==> config.mk <==
export PLATFORM = sky130hd
export DESIGN_NAME = fsm16_steer
export DESIGN_NICKNAME = d
export VERILOG_FILES = /design/src/rtl/fsm16_pkg.sv /design/src/rtl/fsm16_route_rom.sv /design/src/rtl/fsm16_steer.sv
export SDC_FILE = /design/constraint.sdc
export NUM_CORES = 1
export LEC_CHECK = 0
export CAP_MARGIN = 20
export CELL_PAD_IN_SITES_DETAIL_PLACEMENT = 0
export CELL_PAD_IN_SITES_GLOBAL_PLACEMENT = 1
export CORE_ASPECT_RATIO = 0.6
export CORE_UTILIZATION = 30
export CTS_CLUSTER_DIAMETER = 200
export DETAILED_ROUTE_END_ITERATION = 16
export HOLD_SLACK_MARGIN = 0.08
export PLACE_DENSITY_LB_ADDON = 0.1
export SLEW_MARGIN = 20
export SYNTH_ARGS = -nofsm -noshare
export SYNTH_HDL_FRONTEND = slang
export SYNTH_SLANG_ARGS = --single-unit
==> constraint.sdc <==
create_clock -name clk -period 4.65 [get_ports clk]
set_input_delay 0.465 -clock clk [delete_from_list [all_inputs] [get_ports clk]]
set_output_delay 0.465 -clock clk [all_outputs]
set_load 0.1 [all_outputs]
==> src/rtl/fsm16_pkg.sv <==
// Shared definitions for steering the 16-state input-pair FSM: state codes,
// the golden successor functions, drive-pair encoding and the next-hop table.
package fsm16_pkg;

    localparam logic [3:0] S0  = 4'd0;
    localparam logic [3:0] S1  = 4'd1;
    localparam logic [3:0] S2  = 4'd2;
    localparam logic [3:0] S3  = 4'd3;
    localparam logic [3:0] S4  = 4'd4;
    localparam logic [3:0] S5  = 4'd5;
    localparam logic [3:0] S6  = 4'd6;
    localparam logic [3:0] S7  = 4'd7;
    localparam logic [3:0] S8  = 4'd8;
    localparam logic [3:0] S9  = 4'd9;
    localparam logic [3:0] S10 = 4'd10;
    localparam logic [3:0] S11 = 4'd11;
    localparam logic [3:0] S12 = 4'd12;
    localparam logic [3:0] S13 = 4'd13;
    localparam logic [3:0] S14 = 4'd14;
    localparam logic [3:0] S15 = 4'd15;

    localparam logic [1:0] ST_OK       = 2'b00;
    localparam logic [1:0] ST_TIMEOUT  = 2'b01;
    localparam logic [1:0] ST_MISMATCH = 2'b10;

    // Distance value meaning "target not reachable"
    localparam logic [4:0] DIST_INF = 5'd31;

    typedef enum logic {
        CTL_IDLE,
        CTL_RUN
    } ctl_t;

    // Successor taken when the row condition is false: (2j+2) mod 16
    function automatic logic [3:0] succ0(input logic [3:0] s);
        return {s[2:0], 1'b0} + 4'd2;
    endfunction

    // Successor taken when the row condition is true: 2j+1
    function automatic logic [3:0] succ1(input logic [3:0] s);
        return {s[2:0], 1'b1};
    endfunction

    // Canonical (input1,input2) pair that moves cur towards want.
    // Any want other than succ1(cur) gets the "condition false" pair.
    function automatic logic [1:0] enc(input logic [3:0] cur, input logic [3:0] want);
        logic take1;
        logic [1:0] pair;
        take1 = (want == succ1(cur));
        case (cur[2:0])
            3'd0:    pair = take1 ? 2'b11 : 2'b00;
            3'd1:    pair = take1 ? 2'b01 : 2'b00;
            3'd2:    pair = take1 ? 2'b10 : 2'b00;
            3'd3:    pair = take1 ? 2'b00 : 2'b11;
            3'd4:    pair = take1 ? 2'b11 : 2'b00;
            3'd5:    pair = take1 ? 2'b00 : 2'b10;
            3'd6:    pair = take1 ? 2'b00 : 2'b01;
            default: pair = take1 ? 2'b00 : 2'b11;
        endcase
        return pair;
    endfunction

    // Next-hop table, entry (cur*16+tgt) at bits [4*idx +: 4].
    // For each target, relax distance-to-target over all states, then pick
    // the successor with the smaller distance; ties take the lower number and
    // an unreachable target falls back to succ0.
    function automatic logic [1023:0] build_hop_table();
        logic [1023:0] tbl;
        logic [79:0]   d;
        logic [4:0]    a;
        logic [4:0]    b;
        logic [4:0]    m;
        logic [3:0]    n0;
        logic [3:0]    n1;
        logic [3:0]    hop;
        tbl = '0;
        for (int t = 0; t < 16; t++) begin
            d = {16{DIST_INF}};
            d[t*5 +: 5] = 5'd0;
            for (int it = 0; it < 16; it++) begin
                for (int s = 0; s < 16; s++) begin
                    n0 = succ0(4'(s));
                    n1 = succ1(4'(s));
                    a  = d[n0*5 +: 5];
                    b  = d[n1*5 +: 5];
                    m  = (a < b) ? a : b;
                    if (m != DIST_INF && (m + 5'd1) < d[s*5 +: 5]) begin
                        d[s*5 +: 5] = m + 5'd1;
                    end
                end
            end
            for (int c = 0; c < 16; c++) begin
                n0 = succ0(4'(c));
                n1 = succ1(4'(c));
                a  = d[n0*5 +: 5];
                b  = d[n1*5 +: 5];
                if (a == DIST_INF && b == DIST_INF) begin
                    hop = n0;
                end else if (a < b) begin
                    hop = n0;
                end else if (b < a) begin
                    hop = n1;
                end else begin
                    hop = (n0 < n1) ? n0 : n1;
                end
                tbl[(c*16 + t)*4 +: 4] = hop;
            end
        end
        return tbl;
    endfunction

endpackage

==> src/rtl/fsm16_route_rom.sv <==
// Pure lookup: successor of cur on a shortest path to tgt. Table is built at
// elaboration, so this reduces to constant logic.
module fsm16_route_rom
    import fsm16_pkg::*;
(
    input  logic [3:0] cur,
    input  logic [3:0] tgt,
    output logic [3:0] hop
);

    localparam logic [1023:0] HOP_TABLE = build_hop_table();

    logic [3:0] rom [256];

    for (genvar gi = 0; gi < 256; gi++) begin : g_rom
        assign rom[gi] = HOP_TABLE[gi*4 +: 4];
    end

    assign hop = rom[{cur, tgt}];

endmodule

==> src/rtl/fsm16_steer.sv <==
// Walks the external fsm_16 to a requested state by the shortest path,
// checking each cycle that the FSM landed where it was predicted to.
module fsm16_steer
    import fsm16_pkg::*;
#(
    parameter int MAX_STEPS = 8,
    parameter int STEP_W    = $clog2(MAX_STEPS + 1)
) (
    input  logic              clk,
    input  logic              reset,
    input  logic              req_valid,
    output logic              req_ready,
    input  logic [3:0]        req_target,
    input  logic [3:0]        fsm_state,
    output logic              input1,
    output logic              input2,
    output logic              done,
    output logic [1:0]        status,
    output logic [STEP_W-1:0] steps_taken
);

    ctl_t              ctl_reg, ctl_next;
    logic [3:0]        tgt_reg, tgt_next;
    logic [3:0]        exp_reg, exp_next;
    logic              chk_en_reg, chk_en_next;
    logic [STEP_W-1:0] steps_reg, steps_next;
    logic              done_reg, done_next;
    logic [1:0]        status_reg, status_next;
    logic [STEP_W-1:0] steps_out_reg, steps_out_next;

    logic [3:0] hop;
    logic [1:0] drive;
    logic       fin;
    logic [1:0] fin_code;

    fsm16_route_rom u_route (
        .cur (fsm_state),
        .tgt (tgt_reg),
        .hop (hop)
    );

    // State and output registers; reset returns everything to idle at once
    always_ff @(posedge clk or negedge reset) begin
        if (!reset) begin
            ctl_reg       <= CTL_IDLE;
            tgt_reg       <= 4'd0;
            exp_reg       <= 4'd0;
            chk_en_reg    <= 1'b0;
            steps_reg     <= '0;
            done_reg      <= 1'b0;
            status_reg    <= ST_OK;
            steps_out_reg <= '0;
        end else begin
            ctl_reg       <= ctl_next;
            tgt_reg       <= tgt_next;
            exp_reg       <= exp_next;
            chk_en_reg    <= chk_en_next;
            steps_reg     <= steps_next;
            done_reg      <= done_next;
            status_reg    <= status_next;
            steps_out_reg <= steps_out_next;
        end
    end

    // Control: accept in idle; in run check, finish, or drive one hop per cycle
    always_comb begin
        ctl_next       = ctl_reg;
        tgt_next       = tgt_reg;
        exp_next       = exp_reg;
        chk_en_next    = chk_en_reg;
        steps_next     = steps_reg;
        done_next      = 1'b0;
        status_next    = status_reg;
        steps_out_next = steps_out_reg;
        drive          = 2'b00;
        fin            = 1'b0;
        fin_code       = ST_OK;
        case (ctl_reg)
            CTL_IDLE: begin
                if (req_valid) begin
                    tgt_next    = req_target;
                    steps_next  = '0;
                    chk_en_next = 1'b0;
                    ctl_next    = CTL_RUN;
                end
            end
            CTL_RUN: begin
                if (chk_en_reg && fsm_state != exp_reg) begin
                    fin      = 1'b1;
                    fin_code = ST_MISMATCH;
                end else if (fsm_state == tgt_reg) begin
                    fin      = 1'b1;
                    fin_code = ST_OK;
                end else if (steps_reg == STEP_W'(MAX_STEPS)) begin
                    fin      = 1'b1;
                    fin_code = ST_TIMEOUT;
                end else begin
                    drive       = enc(fsm_state, hop);
                    exp_next    = hop;
                    chk_en_next = 1'b1;
                    steps_next  = steps_reg + STEP_W'(1);
                end
                // Inputs stay 00 on the finishing cycle; done follows a cycle later
                if (fin) begin
                    done_next      = 1'b1;
                    status_next    = fin_code;
                    steps_out_next = steps_reg;
                    ctl_next       = CTL_IDLE;
                end
            end
            default: ctl_next = CTL_IDLE;
        endcase
    end

    assign req_ready   = (ctl_reg == CTL_IDLE);
    assign input1      = drive[1];
    assign input2      = drive[0];
    assign done        = done_reg;
    assign status      = status_reg;
    assign steps_taken = steps_out_reg;

endmodule

-- Word-level counts from Yosys, hierarchy flattened
Memories as Yosys holds them, arrays and structs flattened.
Index checks and enable logic that the tools add are counted.
W data, S select, Z words.
- mux-type cells: 35
- $lt $le $gt $ge: 1
- bitwise logic cells: 5
- add/subtract/negate cells: 1
- reduce and logical (&&, ||, !) cells: 7
- equality and inequality tests: 13
- operator list (kind ; count):
    $mux W4 ; 6
    $mux W2 ; 9
    $mux W1 ; 16
    $pmux W2 S5 ; 1
    $eq A3 B3 Y1 const B ; 3
    $ge A9 B9 Y1 const B ; 1
    $not A8 Y9 ; 1
    $eq A4 B4 Y1 ; 2
    $ne A2 B2 Y1 const B ; 4
    $pmux W4 S2 ; 1
    $reduce_and A4 Y1 ; 2
    $add A4 B1 Y4 const B ; 1
    $eq A4 B4 Y1 const B ; 1
    $ne A4 B4 Y1 ; 1
    $not A1 Y1 ; 4
    $pmux W1 S2 ; 2
    $reduce_and A2 Y1 ; 2
    $eq A3 B1 Y1 const B ; 1
    $eq A3 B2 Y1 const B ; 1
    $logic_not A3 Y1 ; 1
    $reduce_or A2 Y1 ; 1
    $logic_and A1 B1 Y1 ; 1
- ROM bits: 1024
- word-level logic and storage cells: 71
- input bits: 11
- register bits after elaboration: 21
- memories: 1
- memory list (memory ; depth ; bits a word ; rd ports ; clocked after Yosys merged registers in ; wr ports ; RTL line ; RTL):
    (name not given) ; 256 ; 4 ; 1 ; 0 ; 0 ; fsm16_route_rom.sv:19 ; assign hop = rom[{cur, tgt}];

-- Logic depth before layout (Yosys ltp)
- depth in word-level cells: 11
- depth in mapped cells: 10

-- Hierarchy
Synthesis repeated with hierarchy kept, for this count alone.
- cells, all modules: 190
- area total of the unflattened synthesis: 1635.3 sq um
- modules (own cells, without submodules) (module ; area each (sq um) ; instances ; cells an instance ; seq. area each (sq um)):
    fsm16_steer ; 1133.6 ; 1 ; 113 ; 525.5
    fsm16_route_rom ; 501.7 ; 1 ; 77 ; 0.0

-- Worst setup path before layout
No wires, ideal clock.
- kind: input -> output
- from: input fsm_state[1]
- to: output input1
- arrival: 3.843 ns
- data required time: 4.185 ns
- path slack: 0.342 ns
- path buffers: 3
- stages: 8
- cells stage by stage: buf_2 > xor2_1 > o41ai_2 > nand3b_1 > or2_1 > buf_2 > buf_6 > nor3_1
- word-level cells in the longest chain between the ends: 11
- elaborated cells on any way between the ends: 24
- RTL lines (what ; RTL line ; RTL):
    from (decl) ; fsm16_steer.sv:14 ; input logic [3:0] fsm_state,
    $not A8 Y9 (not written as such) ; fsm16_route_rom.sv:19 ;
    $mem_v2 Z256 W4 ; -- ;
    $mux W4 (not written as such) (2 in series) ; fsm16_route_rom.sv:19 ;
    $eq A4 B4 Y1 ; fsm16_pkg.sv:49 ; take1 = (want == succ1(cur));
    $mux W2 (on tied branches) ; -- ;
    $pmux W2 S5 ; fsm16_pkg.sv:50 ; case (cur[2:0])
    $mux W2 ; fsm16_steer.sv:94 ; end else if (steps_reg == STEP_W'(MAX_STEPS)) begin
    $mux W2 ; fsm16_steer.sv:91 ; end else if (fsm_state == tgt_reg) begin
    $mux W2 (*) ; fsm16_steer.sv:88 ; if (chk_en_reg && fsm_state != exp_reg) begin
    $mux W2 (*) ; fsm16_steer.sv:78 ; case (ctl_reg)
    to (decl) ; fsm16_steer.sv:15 ; output logic input1,
Mark *: on every way between the ends. The rest lies on a longest branch, timed or not. The select of a mux whose other input is x is not followed.

-- Worst setup path in the final report
Ends and elaborated chain as after synthesis.

==> run summary <==
net count after synthesis = 191
Internal = 0.000566 W
DR pass1 iterations = 4
pin count of the biggest net entering global routing = 22
Die X = 92.9 microns
Clock Pin Slew Worst Setup and Hold Paths = 0.07 ns
Syn Area/Cell = 8.60 sq um
sequential share of the synthesized area = 0.353
FMAX = 0.278 GHz
# IOs = 21
via count = 1238
vias in the first global route = 1201
final clock skew = 0.00338 ns
Max-Slew Margin vs Limit = 0.355
Final min period = 3.60 ns
Final Hold Violating Endpoints = 0
Tot Pwr = 0.00121 W
Crit Path Class = in -> out
footprint of the multi-input gates = 853 sq um
CP Data Required Time = 4.18 ns
Placer Congestion = 0.792
combinational power share = 0.613
Area Overhead vs Synth = 17.1%
LEAKAGE = 0.779 nW
post-synthesis async set-or-reset flop share = 1.00
#FFs+latches synth = 21
period utilisation layout = 0.774
Routed WL = 3580 microns
DRC = 0
clk buf depth = 2
Ant. Diodes = 0
Die ar. = 5250 sq um
post-DR vias/cell = 4.97
H-Tree Depth = 1
initial antenna violation count = 0
Yosys cell types = 41
clk sink count = 21
Hold Crit Class = in -> async
clock power share = 0.098
Worst Path Buf+Inv = 2
layout cells sized above 1 = 0.0806
CTS tree = done
Sequential Power Share = 0.289
post-CTS resize count = 0
Site Rows = 19
power per cell area = 693 nW/um^2
total core area = 4660 sq um
die height = 56.5 microns
Post-synth EDFFs = 0
Setup Buffers After CTS = 0
fin. max-slew vios = 0
Startpoint Class = input port
CTS Root Cell = clkbuf_8
Total GRT Usage = 0.148
Psw = 0.000641 W
Initial Utilization = 0.319
CP arrival = 3.13 ns
Sum Neg Setup Slack = 0 ns
Synth Instances = 173
initial DRC count = 57
Max stage delay on crit path = 0.71 ns
Top delay family on crit path = buffers and inverters
crit path max fanout = 19
slowest cell on the critical path = clkdlybuf4s50_1
Register Area = 526 sq um
Slew @ Worst Pin = 0.964 ns
CP endpoint kind = primary output
RSZ-0062 raised after global routing = no
Hold-fix buffers, CTS = 0
CP cell instances = clkdlybuf4s50_1 -> xor2_1 -> o41ai_2 -> nand3b_1 -> or2_1 -> nor3_1 -> buf_4
clock latency on the worst-skew pair = 0.26 ns
YS warnings = 0
sw frac = 0.531
CTS Buf Count = 3
outcome = completed
DP HPWL = 2790 microns
final-report setup violation count = 0
Antenna Nets Post-Route = 0
GRT overflow = 0
maxcap violations = 0
first-pass GRT wire length = 6010 microns
Top FF cell, synth = dfrtp_1
wire per inst = 14.4 microns
# port buffers = 20
final net count = 205
fill count = 486
Peak supply drop = 0.185 mV
post-synthesis cell area = 1490 sq um
## layout make-up
cell class / count / share of cell area
Clock buffer: 4 / 0.0259
Inverter: 13 / 0.0280
Multi-Input combinational cell: 128 / 0.490
Sequential cell: 21 / 0.302
Tap cell: 63 / 0.0453
Timing Repair Buffer: 20 / 0.109
## synth_stat cells, drive strengths merged (4+ instances only)
library cell | instances | area [sq um]
clkbuf | 6 | 22.5
xor2 | 5 | 43.8
nand2 | 26 | 97.6
mux2 | 4 | 45.0
a21oi | 11 | 58.8
buf | 5 | 37.5
xnor2 | 4 | 35.0
nor2 | 7 | 26.3
inv | 13 | 48.8
dfrtp | 21 | 526
ha | 7 | 87.6
o21ai | 15 | 75.1
nand3 | 6 | 30.0
## power groups by stage
stage / sequential (W) / combinational [W] / clock [W]
floorplan: 0.000439 / 0.000500 / 0
global placement: 0.000353 / 0.000740 / 0
detailed placement: 0.000353 / 0.000737 / 0
CTS: 0.000349 / 0.000741 / 0.000123
global route: 0.000363 / 0.000804 / 0.000128
finish: 0.000349 / 0.000740 / 0.000118
## routing by layer
metal | part of all wire | wire [microns] | GRT usage
met4 | 0.0039 | 14 | 0.0264
met3 | 0.037 | 131 | 0.0379
met2 | 0.39 | 1390 | 0.201
met1 | 0.57 | 2040 | 0.234
met5 | 0 | 0 | 0
## worst paths after layout
kind	from	end	slack, ns	cells after the start
setup / recovery	fsm_state[1]	input1	1.05	7
hold / removal	reset	exp_reg[2]	0.15	1
setup reg to reg	tgt_reg[2]	exp_reg[0]	2.40	5
hold reg to reg	steps_taken[0]	steps_taken[0]	0.48	2
max in group asynchronous	reset	steps_reg[1]	4.17	1
min in group clk	steps_taken[0]	steps_taken[0]	0.48	2
## cell families after synthesis
| family | count (synthesis) | share of synthesized area |
|---|---|---|
| and+or+nand+nor | 59 | 0.195 |
| buffers and inverters | 24 | 0.0732 |
| xor gates and xnor gates | 9 | 0.0530 |
| DFF | 21 | 0.353 |
| AOI/OAI and AO/OA | 45 | 0.201 |
| muxes | 8 | 0.0656 |
| adders and majority gates | 7 | 0.0589 |
## metrics by stage
step | utilization | std cells | worst slack [ns] | hold slack, ns | area, sq um
global placement | 0.365 | 245 | 1.15 | 0.463 | 1700
global route | 0.374 | 249 | 0.875 | 0.194 | 1740
floorplan | - | 173 | 0.342 | 0.169 | 1490
detailed placement | 0.365 | 245 | 1.08 | 0.473 | 1700
finish | 0.374 | 249 | 1.05 | 0.153 | 1740
CTS | 0.375 | 249 | 1.07 | 0.491 | 1750
## placed cells by master (no fill, tap or decap), types with 2 or more instances in the layout
master and n:
nand2_1 26, dfrtp_1 21, clkdlybuf4s50_1 17, o21ai_0 15, inv_1 13, a21oi_1 10
nor2_1 7, ha_1 7, nand3_1 6, xor2_1 5, mux2_2 4, xnor2_1 4
mux2i_1 3, nand2b_1 3, a31oi_1 3, nor2b_1 3, a21o_1 3, clkbuf_8 3
a311o_1 2, and3_1 2, nor3_1 2, nor3b_1 2, nand4b_1 2, a22o_1 2
o211ai_1 2, buf_4 2
No activity file was read; power rests on OpenSTA's default activity.
